[src/rtl/dnn_infer_ctrl.sv]
// dnn_infer_ctrl: job-level sequencer for the fixed-point MNIST inference engine.
//
// Owns the shared single-port image/weight memory. While idle the host has
// the port; during a run the engine's read address drives it. A job clears
// and starts the engine, waits for completion, snapshots the class scores,
// reduces them to an argmax, and presents the winner on a result channel.
//
// Optional feature macro: DNN_CTRL_WATCHDOG_EN
//   defined   -> WAIT is bounded by TIMEOUT_CYCLES; expiry yields an error result
//   undefined -> WAIT lasts until eng_done or job_abort; res_err tied to 0
//
// Ports:
//   clk, rst (sync, active-low)
//   host_we/host_addr/host_wdata -> host write request; host_wr_ack accepted
//   job_go, job_abort            -> start / cancel a job
//   busy                         -> registered, high outside IDLE
//   mem_addr/mem_we/mem_wdata    -> shared memory port
//   eng_start, eng_reset         -> registered one-cycle engine pulses
//   eng_done, eng_mem_addr, eng_out -> engine status, read address, scores
//   res_valid/res_ready          -> result handshake
//   res_class, res_score, res_err -> result payload
//   dbg_state                    -> current FSM state for observation
//
// Result handshake: res_valid rises with a stable payload (res_class,
// res_score, res_err); the payload holds until an edge samples
// res_valid && res_ready, after which res_valid drops on the next cycle.
module dnn_infer_ctrl #(
  parameter int DATA_WIDTH     = 16,
  parameter int ADDR_WIDTH     = 18,
  parameter int NUM_CLASSES    = 10,
  parameter int TIMEOUT_CYCLES = 65535
) (
  input  logic                                 clk,
  input  logic                                 rst,
  input  logic                                 host_we,
  input  logic [ADDR_WIDTH-1:0]                host_addr,
  input  logic [DATA_WIDTH-1:0]                host_wdata,
  output logic                                 host_wr_ack,
  input  logic                                 job_go,
  input  logic                                 job_abort,
  output logic                                 busy,
  output logic [ADDR_WIDTH-1:0]                mem_addr,
  output logic                                 mem_we,
  output logic [DATA_WIDTH-1:0]                mem_wdata,
  output logic                                 eng_start,
  output logic                                 eng_reset,
  input  logic                                 eng_done,
  input  logic [ADDR_WIDTH-1:0]                eng_mem_addr,
  input  logic signed [DATA_WIDTH*NUM_CLASSES-1:0] eng_out,
  output logic                                 res_valid,
  input  logic                                 res_ready,
  output logic [3:0]                           res_class,
  output logic signed [DATA_WIDTH-1:0]         res_score,
  output logic                                 res_err,
  output logic [2:0]                           dbg_state
);

  typedef enum logic [2:0] {
    S_IDLE   = 3'd0,
    S_CLEAR  = 3'd1,
    S_START  = 3'd2,
    S_WAIT   = 3'd3,
    S_ARGMAX = 3'd4,
    S_RESULT = 3'd5
  } state_t;

  state_t state, state_n;

  logic signed [DATA_WIDTH-1:0] score_q [NUM_CLASSES];
  logic signed [DATA_WIDTH-1:0] best_q, best_n, cur;
  logic [3:0] k_q, idx_q, idx_n;
  logic       upd, last_k, done_hit, timeout_hit, wd_fire, res_hs;
  logic       eng_reset_n, eng_start_n;

  assign dbg_state = state;
  assign res_hs    = res_valid && res_ready;
  assign done_hit  = (state == S_WAIT) && eng_done && !job_abort;

  // Argmax step: k=0 seeds the running best; later entries win only when
  // strictly greater, so ties keep the lowest index.
  assign cur    = score_q[k_q];
  assign last_k = (k_q == 4'(NUM_CLASSES - 1));
  assign upd    = (k_q == 4'd0) || (cur > best_q);
  assign best_n = upd ? cur : best_q;
  assign idx_n  = upd ? k_q : idx_q;

`ifdef DNN_CTRL_WATCHDOG_EN
  logic [15:0] wd_cnt;
  logic        res_err_q;

  // Held at zero outside WAIT, so it starts from zero on every WAIT entry.
  always_ff @(posedge clk) begin
    if (!rst)                wd_cnt <= '0;
    else if (state != S_WAIT) wd_cnt <= '0;
    else                     wd_cnt <= wd_cnt + 16'd1;
  end
  assign timeout_hit = (state == S_WAIT) && (wd_cnt == 16'(TIMEOUT_CYCLES - 1));

  always_ff @(posedge clk) begin
    if (!rst)                              res_err_q <= 1'b0;
    else if (wd_fire)                      res_err_q <= 1'b1;
    else if (state == S_ARGMAX && last_k)  res_err_q <= 1'b0;
  end
  assign res_err = res_err_q;
`else
  assign timeout_hit = 1'b0;
  assign res_err     = 1'b0;
`endif

  assign wd_fire = (state == S_WAIT) && (state_n == S_RESULT);

  // Next state plus the next values of the registered engine pulses.
  always_comb begin
    state_n     = state;
    eng_reset_n = 1'b0;
    eng_start_n = 1'b0;
    case (state)
      S_IDLE: begin
        if (job_go) begin
          state_n     = S_CLEAR;
          eng_reset_n = 1'b1;
        end
      end
      S_CLEAR: begin
        if (job_abort) begin
          state_n     = S_IDLE;
          eng_reset_n = 1'b1;
        end else begin
          state_n     = S_START;
          eng_start_n = 1'b1;
        end
      end
      S_START: begin
        if (job_abort) begin
          state_n     = S_IDLE;
          eng_reset_n = 1'b1;
        end else begin
          state_n = S_WAIT;
        end
      end
      S_WAIT: begin
        // Abort beats a coincident done.
        if (job_abort) begin
          state_n     = S_IDLE;
          eng_reset_n = 1'b1;
        end else if (eng_done) begin
          state_n = S_ARGMAX;
        end else if (timeout_hit) begin
          state_n     = S_RESULT;
          eng_reset_n = 1'b1;
        end
      end
      S_ARGMAX: begin
        if (last_k) state_n = S_RESULT;
      end
      S_RESULT: begin
        if (res_hs) state_n = S_IDLE;
      end
      default: state_n = S_IDLE;
    endcase
  end

  always_ff @(posedge clk) begin
    if (!rst) begin
      state     <= S_IDLE;
      eng_reset <= 1'b0;
      eng_start <= 1'b0;
      busy      <= 1'b0;
      res_valid <= 1'b0;
      res_class <= 4'd0;
      res_score <= '0;
      k_q       <= 4'd0;
      idx_q     <= 4'd0;
      best_q    <= '0;
    end else begin
      state     <= state_n;
      eng_reset <= eng_reset_n;
      eng_start <= eng_start_n;
      busy      <= (state_n != S_IDLE);
      // Rises one cycle after RESULT is entered, with the payload already settled.
      res_valid <= (state == S_RESULT) && !res_hs;

      if (done_hit) begin
        for (int i = 0; i < NUM_CLASSES; i++)
          score_q[i] <= eng_out[i*DATA_WIDTH +: DATA_WIDTH];
        k_q <= 4'd0;
      end

      if (state == S_ARGMAX) begin
        k_q    <= k_q + 4'd1;
        best_q <= best_n;
        idx_q  <= idx_n;
        if (last_k) begin
          res_class <= idx_n;
          res_score <= best_n;
        end
      end

      if (wd_fire) begin
        res_class <= 4'hF;
        res_score <= '0;
      end
    end
  end

  // Host owns the port only in IDLE; otherwise the engine reads and host
  // writes are silently dropped.
  always_comb begin
    if (state == S_IDLE) begin
      mem_addr    = host_addr;
      mem_we      = host_we;
      host_wr_ack = host_we;
    end else begin
      mem_addr    = eng_mem_addr;
      mem_we      = 1'b0;
      host_wr_ack = 1'b0;
    end
  end
  assign mem_wdata = host_wdata;

endmodule

[config.mk]
export PLATFORM = sky130hd
export DESIGN_NAME = dnn_infer_ctrl
export DESIGN_NICKNAME = d
export VERILOG_FILES = /design/src/rtl/dnn_infer_ctrl.sv
export SDC_FILE = /design/constraint.sdc
export NUM_CORES = 1
export LEC_CHECK = 0
export ABC_AREA = 1
export ABC_CLOCK_PERIOD_IN_PS = 64800
export CAP_MARGIN = 10
export CORE_MARGIN = 10
export CORE_UTILIZATION = 55
export DETAILED_ROUTE_END_ITERATION = 12
export DONT_BUFFER_PORTS = 1
export HOLD_SLACK_MARGIN = 0.15
export PLACE_DENSITY = 0.7
export SLEW_MARGIN = 20
export SYNTH_ARGS = -nofsm -noshare
export SYNTH_HDL_FRONTEND = slang
export SYNTH_SLANG_ARGS = --single-unit
[constraint.sdc]
create_clock -name clk -period 64.8 [get_ports clk]
set_clock_uncertainty 0.15 [all_clocks]
set_input_delay 12.96 -clock clk [delete_from_list [all_inputs] [get_ports clk]]
set_output_delay 12.96 -clock clk [all_outputs]
set_load 0.1 [all_outputs]
# Word-level counts from Yosys, hierarchy flattened

Memory sizes are Yosys's and may differ from the RTL's. A register that Yosys moved wholly into a read port is not among the register bits.
Index checks and enable logic that the tools add are counted.

Flip-flop bits (word level): 51
Memory bits (writable): 160
Output and inout bits: 64
Memories: 1

$add $sub $neg: 1
$lt $le $gt $ge: 1
Equality and inequality tests: 7
Multiplexer cells: 26
Bitwise operators: 1
Reductions and logical operators: 19

Memory list:

| memory  | depth | width | read ports | clocked after memory_dff | write ports | RTL line | text |
|---|---|---|---|---|---|---|---|
| score_q | 10    | 16    | 1          | 1                        | 10          | 69       | `logic signed [DATA_WIDTH-1:0] score_q [NUM_CLASSES];` |

Operators by type and width:

| cell                  | count |
|---|---|
| $mux W4               | 8 |
| $mux W18              | 1 |
| $pmux W3 S6           | 1 |
| $gt A16 B16 Y1        | 1 |
| $mux W16              | 1 |
| $mux W3               | 5 |
| $eq A3 B3 Y1 const B  | 3 |
| $mux W1               | 7 |
| $eq A3 B2 Y1 const B  | 2 |
| $reduce_and A2 Y1     | 3 |
| $reduce_bool A2 Y1    | 3 |
| $logic_and A1 B1 Y1   | 5 |
| $add A4 B1 Y4 const B | 1 |
| $eq A4 B4 Y1 const B  | 1 |
| $logic_not A4 Y1      | 1 |
| $mux W2               | 2 |
| $eq A3 B1 Y1 const B  | 1 |
| $logic_not A3 Y1      | 1 |
| $reduce_bool A3 Y1    | 1 |
| $reduce_or A3 Y1      | 1 |
| $logic_not A1 Y1      | 2 |
| $pmux W1 S2           | 1 |
| $reduce_or A2 Y1      | 1 |
| $logic_or A1 B1 Y1    | 1 |
| $not A1 Y1            | 1 |

# Longest topological paths before layout

Gate-level depths: netlist of the first run.

Depth after elaboration: 7
Mapped depth: 28
Mapped depth without buffers: 25

# Worst setup path before layout of the first run

OpenSTA, ideal clock, no wires.

Path kind: in2reg
Start: input port rst
End: memory score_q[0][0] (enable)
Library setup time: 1.090 ns
Data arrival time: 28.524 ns
Required time: 63.560 ns
Slack: 35.036 ns
Stages on the path: 4
Cell sequence: inv_1 clkbuf_1 buf_1 nor4_1

RTL lines:

| item            | RTL line | text |
|---|---|---|
| start, declared | 34       | `input logic rst,` |
| end, declared   | 69       |  |

# Worst setup path after layout of the first run

Start: input port host_we
End: output port host_wr_ack

Longest elaborated chain between the ends: 1

Ends and longest elaborated chain:

| item            | RTL line | text |
|---|---|---|
| start, declared | 35       | `input logic host_we,` |
| $mux W1         | 209      | `if (state == S_IDLE) begin` |
| end, declared   | 38       | `output logic host_wr_ack,` |

Every way passes these cells.

==> reports/metrics.cfg, run 1 <==
[status]
status=completed

[die]
initial_utilization_pct=56.6
rows=47
core_um2=16800
ios=283
die_area_um2=22900
die_w_um=151
die_h_um=151

[detailed_routing]
ant_nets=0
dr_total_vias=6461
wl_met2_um=10900
wire_per_inst_um=19.6
wl_met3_um=2410
viasPerCell=5.49
wl_um=23100
highest_layer=met5
drc=0
drtIter0Drc=453
drtPass1Iterations=4
wl_met1_um=8880

[cts]
cts.sinks=215
hold_buffers=0
cts_tree=done
clkLatencyLatePin_ps=520
post_cts_buffers=0
cts_root_buffer=clkbuf_16
cts_resized=0
cts_buffers=23
clock_path_buffers=3
h-tree-depth=1
clkTransAtPathRegs_ps=60

[pwr]
p_sw_share_pct=23.1
leakagePower_nw=3.84
netSwitchingPower_mw=0.0690
seqPwrFrac_pct=50.1
power_density_nw_per_um2=29.1
ir_worst_vdd_mv=0.0274
pwr-share-comb_pct=5.2
p_int_mw=0.230
pwr-share-clk_pct=44.7

[synthesis]
ys_seq_area_share_pct=62.2
yosys_warnings=0
synth-seq-cells=215
syn_area_um2=9490
synth.distinct_cells=35
avgSynthCellArea_um2=9.84
syn-num-nets=1203
synth_cells=965

[min_path]
holdCritStartpoint=k_q[1]
hp-class=reg -> reg
hold_path_depth=2

[finish]
drive_above_1_share_pct=7.28
num-fill-cells=1329
synthToLayoutAreaGrowth_pct=8.28
stdcell_area_um2=10300
nets=1169

[setup_path]
worst_ep_arrival_time_ps=13930
r2r-end=res_score[9]
crit_path_start=host_we
r2r_cells=20
r2r_slack_ps=60070
cp_top_family=simple AND/OR/NAND/NOR gates
critPathMaxStageDelay_ps=920
critPathKind=in -> out
cp.required_ps=51690
worst-path-max-fanout=2
worstSetupEndpointType=primary output
path_cells=inv_1, nor2_4
cpMaxStageDelayCell=nor2_4
start_kind=input pin
crit_buf_inv=1

[global_routing]
grt_overflow=0
grt_util_all_layers_pct=18.8
grt_pass1_vias=6004
antenna_found_initial=10
grt_first_pass_wirelength_um=33300
grt_max_degree=96

[sta]
hold_viol_final=0
layout_min_cycle_time_ps=27040
setup_violations=0
fmax_mhz=37.0
grt_setup_unrepaired=false
finalSetupTns_ps=0
post-route-period-util_pct=41.7
slew_violations=0
tightest_slew_ps=1200
relSlewSlack_pct=20.0

[placement]
dpl.hpwl_um=15700
dpl_cell_area_um2=9470
port-buffer-count=0
place.gp.congestion=0.801

[run]
cap_violations=0

-- through the flow --
step | utilization (%) | std cells | power, mW | hold WS (ps) | setup slack, ps
after floorplan | - | 965 | 0.172 | 344 | 35040
after global placement | 56.5 | 1126 | 0.168 | 384 | 37770
after detailed placement | 56.5 | 1126 | 0.168 | 384 | 37760
after CTS | 61.2 | 1168 | 0.301 | 399 | 37760
after global routing | 61.3 | 1174 | 0.306 | 424 | 37740
final | 61.3 | 1176 | 0.299 | 397 | 37760
-- state kept, by name (all words and copies together) (netlist names), 3 cells and up, named ones only --
signal / count
best_q: 16
dbg_state: 3
idx_q: 4
k_q: 4
res_class: 4
res_score: 16
score_q: 160
-- Yosys cell counts --
master       n  area (um^2)
a21o_1       1         7.51
buf_1        3         11.3
clkinv_1     3         11.3
conb_1       1         3.75
nand3_2      2         20.0
or2_2        1         6.26
nand2_2     10         62.6
a211oi_1     2         15.0
nor4_1       2         12.5
o21ai_2      2         17.5
o21ai_1     28          140
inv_4        1         6.26
dfxtp_1     55         1100
nand3_1     70          350
inv_1       80          300
buf_2       14         70.1
nand4_1      3         18.8
o211ai_1    32          240
nor2_2       2         12.5
o2111ai_1    1         8.76
a21oi_2      1         8.76
o21ai_0     78          390
clkbuf_2     1         5.00
nor2_1     179          672
or3_1        1         6.26
clkbuf_1    24         90.1
inv_2        1         3.75
buf_4       25          188
nand2_1    134          503
a21oi_1     25          125
nor3_1       2         10.0
buf_12       1         20.0
nand2_4      1         11.3
ha_1        19          238
edfxtp_1   160         4800
-- power groups by stage --
stage               clock [mW]  combinational, mW  sequential (mW)
floorplan                    0             0.0194            0.153
finish                   0.134             0.0157            0.150
global route             0.140             0.0164            0.150
CTS                      0.135             0.0158            0.150
detailed placement           0             0.0157            0.153
global placement             0             0.0157            0.153
-- layer usage --
metal  GRT usage (%)  vias to the layer above
met1            22.3                     2928
met2            30.7                      287
li1                -                     3189
met3            6.21                       51
met5               0                        -
met4            7.84                        6
-- kinds of logic after synthesis --
group                      Yosys count  synth area share (%)
and+or+nand+nor                    407                  17.8
DFF                                215                  62.2
other                                1                0.0395
adders and majority gates           19                  2.50
buffers and inverters              153                  7.43
AOI/OAI and AO/OA                  170                  10.0
-- worst max path at each step --
stage | end | slack (ps) | cells after the start
2_1_floorplan | score_q[0][0] | 35040 | 4
3_3_place_gp | host_wr_ack | 37770 | 2
3_5_place_dp | host_wr_ack | 37760 | 2
4_1_cts | host_wr_ack | 37760 | 2
5_1_grt | host_wr_ack | 37740 | 2
6_report | host_wr_ack | 37760 | 2
-- layout by cell type, fill, tap and decap left out, types with 2 or more instances in the layout --
master and n:
nor2_1 178, edfxtp_1 160, nand2_1 134, inv_1 80
o21ai_0 78, nand3_1 70, dfxtp_1 53, o211ai_1 32
o21ai_1 28, a21oi_1 25, clkbuf_16 25, ha_1 19
nand2_2 10, diode_2 8, buf_4 8, clkinv_1 6
clkinv_2 5, clkbuf_1 4, nand4_1 3, o21ai_2 2
nor3_1 2, nand3_2 2, nor2_2 2, a211oi_1 2
clkbuf_8 2, bufinv_16 2
-- cell type report --
class,instances,area [um^2],share of cell area (%)
tap,220,275,2.68
inverter,85,322,3.13
timing repair buffer,9,71.3,0.694
multi-input combinational,597,2890,28.2
clock inverter,11,116,1.13
clock buffer,31,668,6.50
sequential,215,5910,57.5
antenna,8,20.0,0.195
Power figures use the tool's default switching activity.
==> run 2, diff against run 1 <==
- ABC_CLOCK_PERIOD_IN_PS: 64800 -> 23200
- PLACE_DENSITY: 0.7 -> 0.73
- clock period: 64.8 -> 23.2 ns (I/O delays scaled with it)
==> run 2 against run 1 <==
  * Power grew to 2.6 times the previous value
  * Wire length fell by 0.69%
  * Sequential power rose to 2.8 times the previous value
  * Register-to-register slack lost 42000 ps
  * Global-route usage hardly changed
  * Via count is 0.54% lower
  * Critical path depth is the same
  * Core utilization fell by 0.68 points
  * Non-clock buffer count is 1 higher
  * Count of clock-buffer cells in the layout increased by 1
==> reports/metrics.cfg, run 2 (synthesis gave the netlist of run 1 again) <==
[status]
status=completed

[run]
cap_violations=0  ; unchanged

[global_routing]
grt_overflow=0  ; unchanged
grt_first_pass_wirelength_um=33200  ; -0.19%
grt_pass1_vias=5936  ; -1.1%
antenna_found_initial=9  ; -1
grt_max_degree=87  ; -9.4%
grt_util_all_layers_pct=18.8  ; about the same

[sta]
post-route-period-util_pct=44.8
tightest_slew_ps=1190  ; -3.50 ps
hold_viol_final=0  ; unchanged
slew_violations=0  ; unchanged
fmax_mhz=96.3
relSlewSlack_pct=20.2  ; +0.23 points
finalSetupTns_ps=0  ; unchanged
grt_setup_unrepaired=false
setup_violations=0  ; unchanged
layout_min_cycle_time_ps=10390

[setup_path]
cp_top_family=simple AND/OR/NAND/NOR gates
cpMaxStageDelayCell=nor2_4
crit_buf_inv=1  ; unchanged
start_kind=input pin
cp.required_ps=18410  ; -33280 ps
critPathKind=in -> out
path_cells=inv_1, nor2_4
worst-path-max-fanout=2  ; unchanged
critPathMaxStageDelay_ps=910  ; about the same
worstSetupEndpointType=primary output
worst_ep_arrival_time_ps=5600  ; -8330 ps
crit_path_start=host_we

[detailed_routing]
viasPerCell=5.47  ; -0.37%
drc=0  ; unchanged
wire_per_inst_um=19.5  ; -0.52%
drtIter0Drc=408  ; -9.9%
drtPass1Iterations=4  ; unchanged
ant_nets=0  ; unchanged
dr_total_vias=6426  ; -0.54%
wl_um=22900  ; -0.69%

[die]
initial_utilization_pct=56.6  ; unchanged
rows=47  ; unchanged
core_um2=16800  ; unchanged
die_area_um2=22900  ; unchanged
die_w_um=151  ; unchanged
ios=283  ; unchanged
die_h_um=151  ; unchanged

[cts]
clkTransAtPathRegs_ps=50  ; about the same
cts_resized=0  ; unchanged
post_cts_buffers=0  ; unchanged
cts_root_buffer=clkbuf_16
clkLatencyLatePin_ps=510  ; about the same
cts_buffers=23  ; unchanged
h-tree-depth=1  ; unchanged
hold_buffers=0  ; unchanged
clock_path_buffers=3  ; unchanged
cts.sinks=215  ; unchanged
cts_tree=done

[placement]
place.gp.congestion=0.828  ; +3.4%
dpl.hpwl_um=16000  ; +1.5%
dpl_cell_area_um2=9470  ; about the same
port-buffer-count=0  ; unchanged

[finish]
regMostFlops=score_q
stdcell_area_um2=10200  ; -1.1%
drive_above_1_share_pct=6.98  ; -0.30 points
num-fill-cells=1381  ; +3.9%
final_common_cell=nor2_1
final_cell_mix=nor2_1 (178), edfxtp_1 (160), nand2_1 (134)
nets=1170  ; +0.086%
largest_reg_flops=160  ; unchanged
synthToLayoutAreaGrowth_pct=7.08
reg_top3=score_q (160), best_q (16), res_score (16)

[min_path]
holdCritStartpoint=k_q[1]
hp-class=reg -> reg

[pwr]
ir_worst_vdd_mv=0.0694  ; +150%
power_density_nw_per_um2=77.7  ; +170%
leakagePower_nw=3.79  ; -1.4%

run 2: cell count changes in the layout (fill, tap and decap cells not counted):
cell / before / now
buf_4: 8 / 10
buf_6: 1 / 0
bufinv_16: 2 / 0
clkbuf_1: 4 / 6
clkbuf_16: 25 / 23
clkbuf_4: 0 / 1
clkinv_1: 6 / 5
clkinv_2: 5 / 4
dfxtp_2: 1 / 2
dfxtp_4: 1 / 0
inv_16: 1 / 0
inv_6: 0 / 1
run 2: per-layer routing:
metal | track usage, % | share of wire [%]
met1 | 22.1 | 38
met2 | 30.6 | 48
met3 | 6.47 | 11
met4 | 8.04 | 3.7
met5 | 0 | 0.14
run 2: worst paths after layout:
kind	slack (ps)	end	cells after the start
setup reg to reg	18480	res_score[10]	22
setup / recovery	12810	host_wr_ack	2
hold reg to reg	410	register	2
hold / removal	410	register	2
run 2: final cells by class:
class	instances	area [um^2]	area share (%)
Clock buffer	32	633	6.23
Antenna cell	8	20.0	0.197
Sequential cell	215	5910	58.1
Multi-Input combinational cell	597	2890	28.5
Timing Repair Buffer	10	75.1	0.739
Inverter	85	322	3.16
Clock inverter	7	36.3	0.357
Tap cell	220	275	2.71
run 2: where the power goes:
group | internal (mW) | switching [mW] | total (mW)
logic | 0.00348 | 0.0405 | 0.0439
clock network | 0.189 | 0.138 | 0.327
registers | 0.414 | 0.00476 | 0.419
total | 0.606 | 0.183 | 0.790
run 2: per-stage QoR:
step	std cells	hold slack, ps	setup slack, ps	utilization, %	total power, mW
4_1_cts	1166	410	12810	60.5	0.797
5_1_grt	1171	447	12780	60.6	0.812
6_report	1174	413	12810	60.6	0.790
2_1_floorplan	965	344	1760	-	0.481
3_5_place_dp	1127	396	12810	56.5	0.471
3_3_place_gp	1127	381	12810	56.5	0.471
==> run 3, diff against run 2 <==
- ABC_CLOCK_PERIOD_IN_PS: 23200 -> 10200
- PLACE_DENSITY: 0.73 -> 0.7
- clock period: 23.2 -> 10.2 ns (I/O delays scaled with it)
==> run 3 against run 2 <==
  * Core utilization increased by 0.39 points
  * First-iteration DRC count is 19% higher
  * Register-to-register slack got worse by 13000 ps
  * Sequential power increased by 130%
  * Die area stayed put
  * Worst setup slack got worse by 8000 ps
  * Final cell count increased by 0.17%
  * Worst hold slack worse by 31 ps
  * Wire length shrank 1.4%
  * Cell area grew 0.64%
  * Count of clock-buffer cells in the layout fell by 1
  * Largest cell class unchanged
==> reports/metrics.cfg, run 3 (synthesis gave the netlist of run 1 again) <==
[die]
die_area_um2=22900  ; unchanged
die_h_um=151  ; unchanged
rows=47  ; unchanged
die_w_um=151  ; unchanged
ios=283  ; unchanged
initial_utilization_pct=56.6  ; unchanged
core_um2=16800  ; unchanged

[detailed_routing]
wl_um=22600  ; -1.4%
viasPerCell=5.47  ; about the same
ant_nets=0  ; unchanged
dr_total_vias=6431  ; +0.078%
drtPass1Iterations=5  ; +1
drtIter0Drc=484  ; +19%
drc=0  ; unchanged
wire_per_inst_um=19.2  ; -1.6%

[sta]
tightest_slew_ps=1100  ; -95.9 ps
layout_min_cycle_time_ps=5370
fmax_mhz=186
grt_setup_unrepaired=false
post-route-period-util_pct=52.6
setup_violations=0  ; unchanged
setup_ws_ps=4830  ; -7980 ps
relSlewSlack_pct=26.7  ; +6.5 points
slew_violations=0  ; unchanged
hold_viol_final=0  ; unchanged
finalSetupTns_ps=0  ; unchanged

[finish]
final_cell_mix=nor2_1 (178), edfxtp_1 (160), nand2_1 (134)
largest_reg_flops=160  ; unchanged
num-fill-cells=1363  ; -1.3%
regMostFlops=score_q
synthToLayoutAreaGrowth_pct=7.76
final_util_pct=61.0  ; +0.39 points
nets=1169  ; -0.085%
reg_top3=score_q (160), best_q (16), res_score (16)
drive_above_1_share_pct=7.18  ; +0.20 points
final_common_cell=nor2_1

[cts]
cts_root_buffer=clkbuf_16
cts_tree=done
post_cts_buffers=0  ; unchanged
hold_buffers=0  ; unchanged
clock_path_buffers=3  ; unchanged
h-tree-depth=1  ; unchanged
clkTransAtPathRegs_ps=60  ; about the same
cts.sinks=215  ; unchanged
cts_buffers=23  ; unchanged
cts_resized=0  ; unchanged
clkLatencyLatePin_ps=520  ; about the same

[pwr]
leakagePower_nw=3.82  ; +0.64%
p_total_mw=1.83  ; +130%
ir_worst_vdd_mv=0.180  ; +160%
power_density_nw_per_um2=179  ; +130%

[run]
cap_violations=0  ; unchanged

[placement]
dpl.hpwl_um=15400  ; -3.4%
port-buffer-count=0  ; unchanged
place.gp.congestion=0.809  ; -2.4%
pre_cts_slack_ps=5000  ; -7800 ps

[setup_path]
worst-path-max-fanout=20  ; +18
start_kind=register
worstSetupEndpointType=primary output
worst_ep_arrival_time_ps=3180  ; -2420 ps
cp.required_ps=8010  ; -10400 ps
critPathKind=reg -> out
crit_path_start=dbg_state[1]

[min_path]
holdCritStartpoint=k_q[1]
hp-class=reg -> reg

[global_routing]
grt_pass1_vias=6019  ; +1.4%
antenna_found_initial=13  ; +4
grt_first_pass_wirelength_um=33100  ; -0.37%
grt_overflow=0  ; unchanged
grt_max_degree=161  ; +85%
grt_util_all_layers_pct=18.6  ; -0.17 points

[status]
status=completed

[run 3: path summary, 6_finish.rpt]
kind | to | slack [ps] | cells after the start
max | mem_addr[13] | 4830 | 7
min | register | 380 | 2
max reg2reg | res_score[13] | 5460 | 21
min reg2reg | register | 380 | 2
[run 3: routing by layer]
| metal | global-route usage [%] | vias up | part of all wire, % |
|---|---|---|---|
| met3 | 7.31 | 36 | 11 |
| met1 | 21.1 | 2935 | 37 |
| met4 | 5.34 | 8 | 1.7 |
| met5 | 0 | - | 0.27 |
| li1 | - | 3185 | - |
| met2 | 31.9 | 267 | 50 |
[run 3: critical path, cell delays in order (launching register included)]
cell and delay (ps):
dfxtp_1 1040, nor2_1 110, inv_1 140, nor2_1 50
buf_4 240, clkinv_1 290, nand2_1 90, nand2_1 690
[run 3: area by class of cell]
| type | instances | area [um^2] | share of cell area, % |
|---|---|---|---|
| flip-flops and latches | 215 | 5910 | 57.8 |
| multi-input cells | 597 | 2900 | 28.4 |
| clock buffers | 31 | 616 | 6.02 |
| inverters | 85 | 322 | 3.14 |
| well taps | 220 | 275 | 2.69 |
| repair buffers | 9 | 92.6 | 0.905 |
| clock inverters | 10 | 90.1 | 0.881 |
| diodes | 9 | 22.5 | 0.220 |
[run 3: report_power, final]
group | leakage (nW) | switching (mW) | total (mW) | internal [mW]
clock | 0.354 | 0.324 | 0.776 | 0.451
combinational | 1.58 | 0.0913 | 0.101 | 0.00933
sequential | 1.88 | 0.0110 | 0.952 | 0.941
[run 3: stage by stage]
step / cells / instance area [um^2] / hold slack [ps]
final: 1176 / 10200 / 382
after global routing: 1171 / 10200 / 441
after CTS: 1166 / 10200 / 382
after detailed placement: 1125 / 9480 / 374
after global placement: 1125 / 9480 / 372
after floorplan: 965 / 9510 / 344
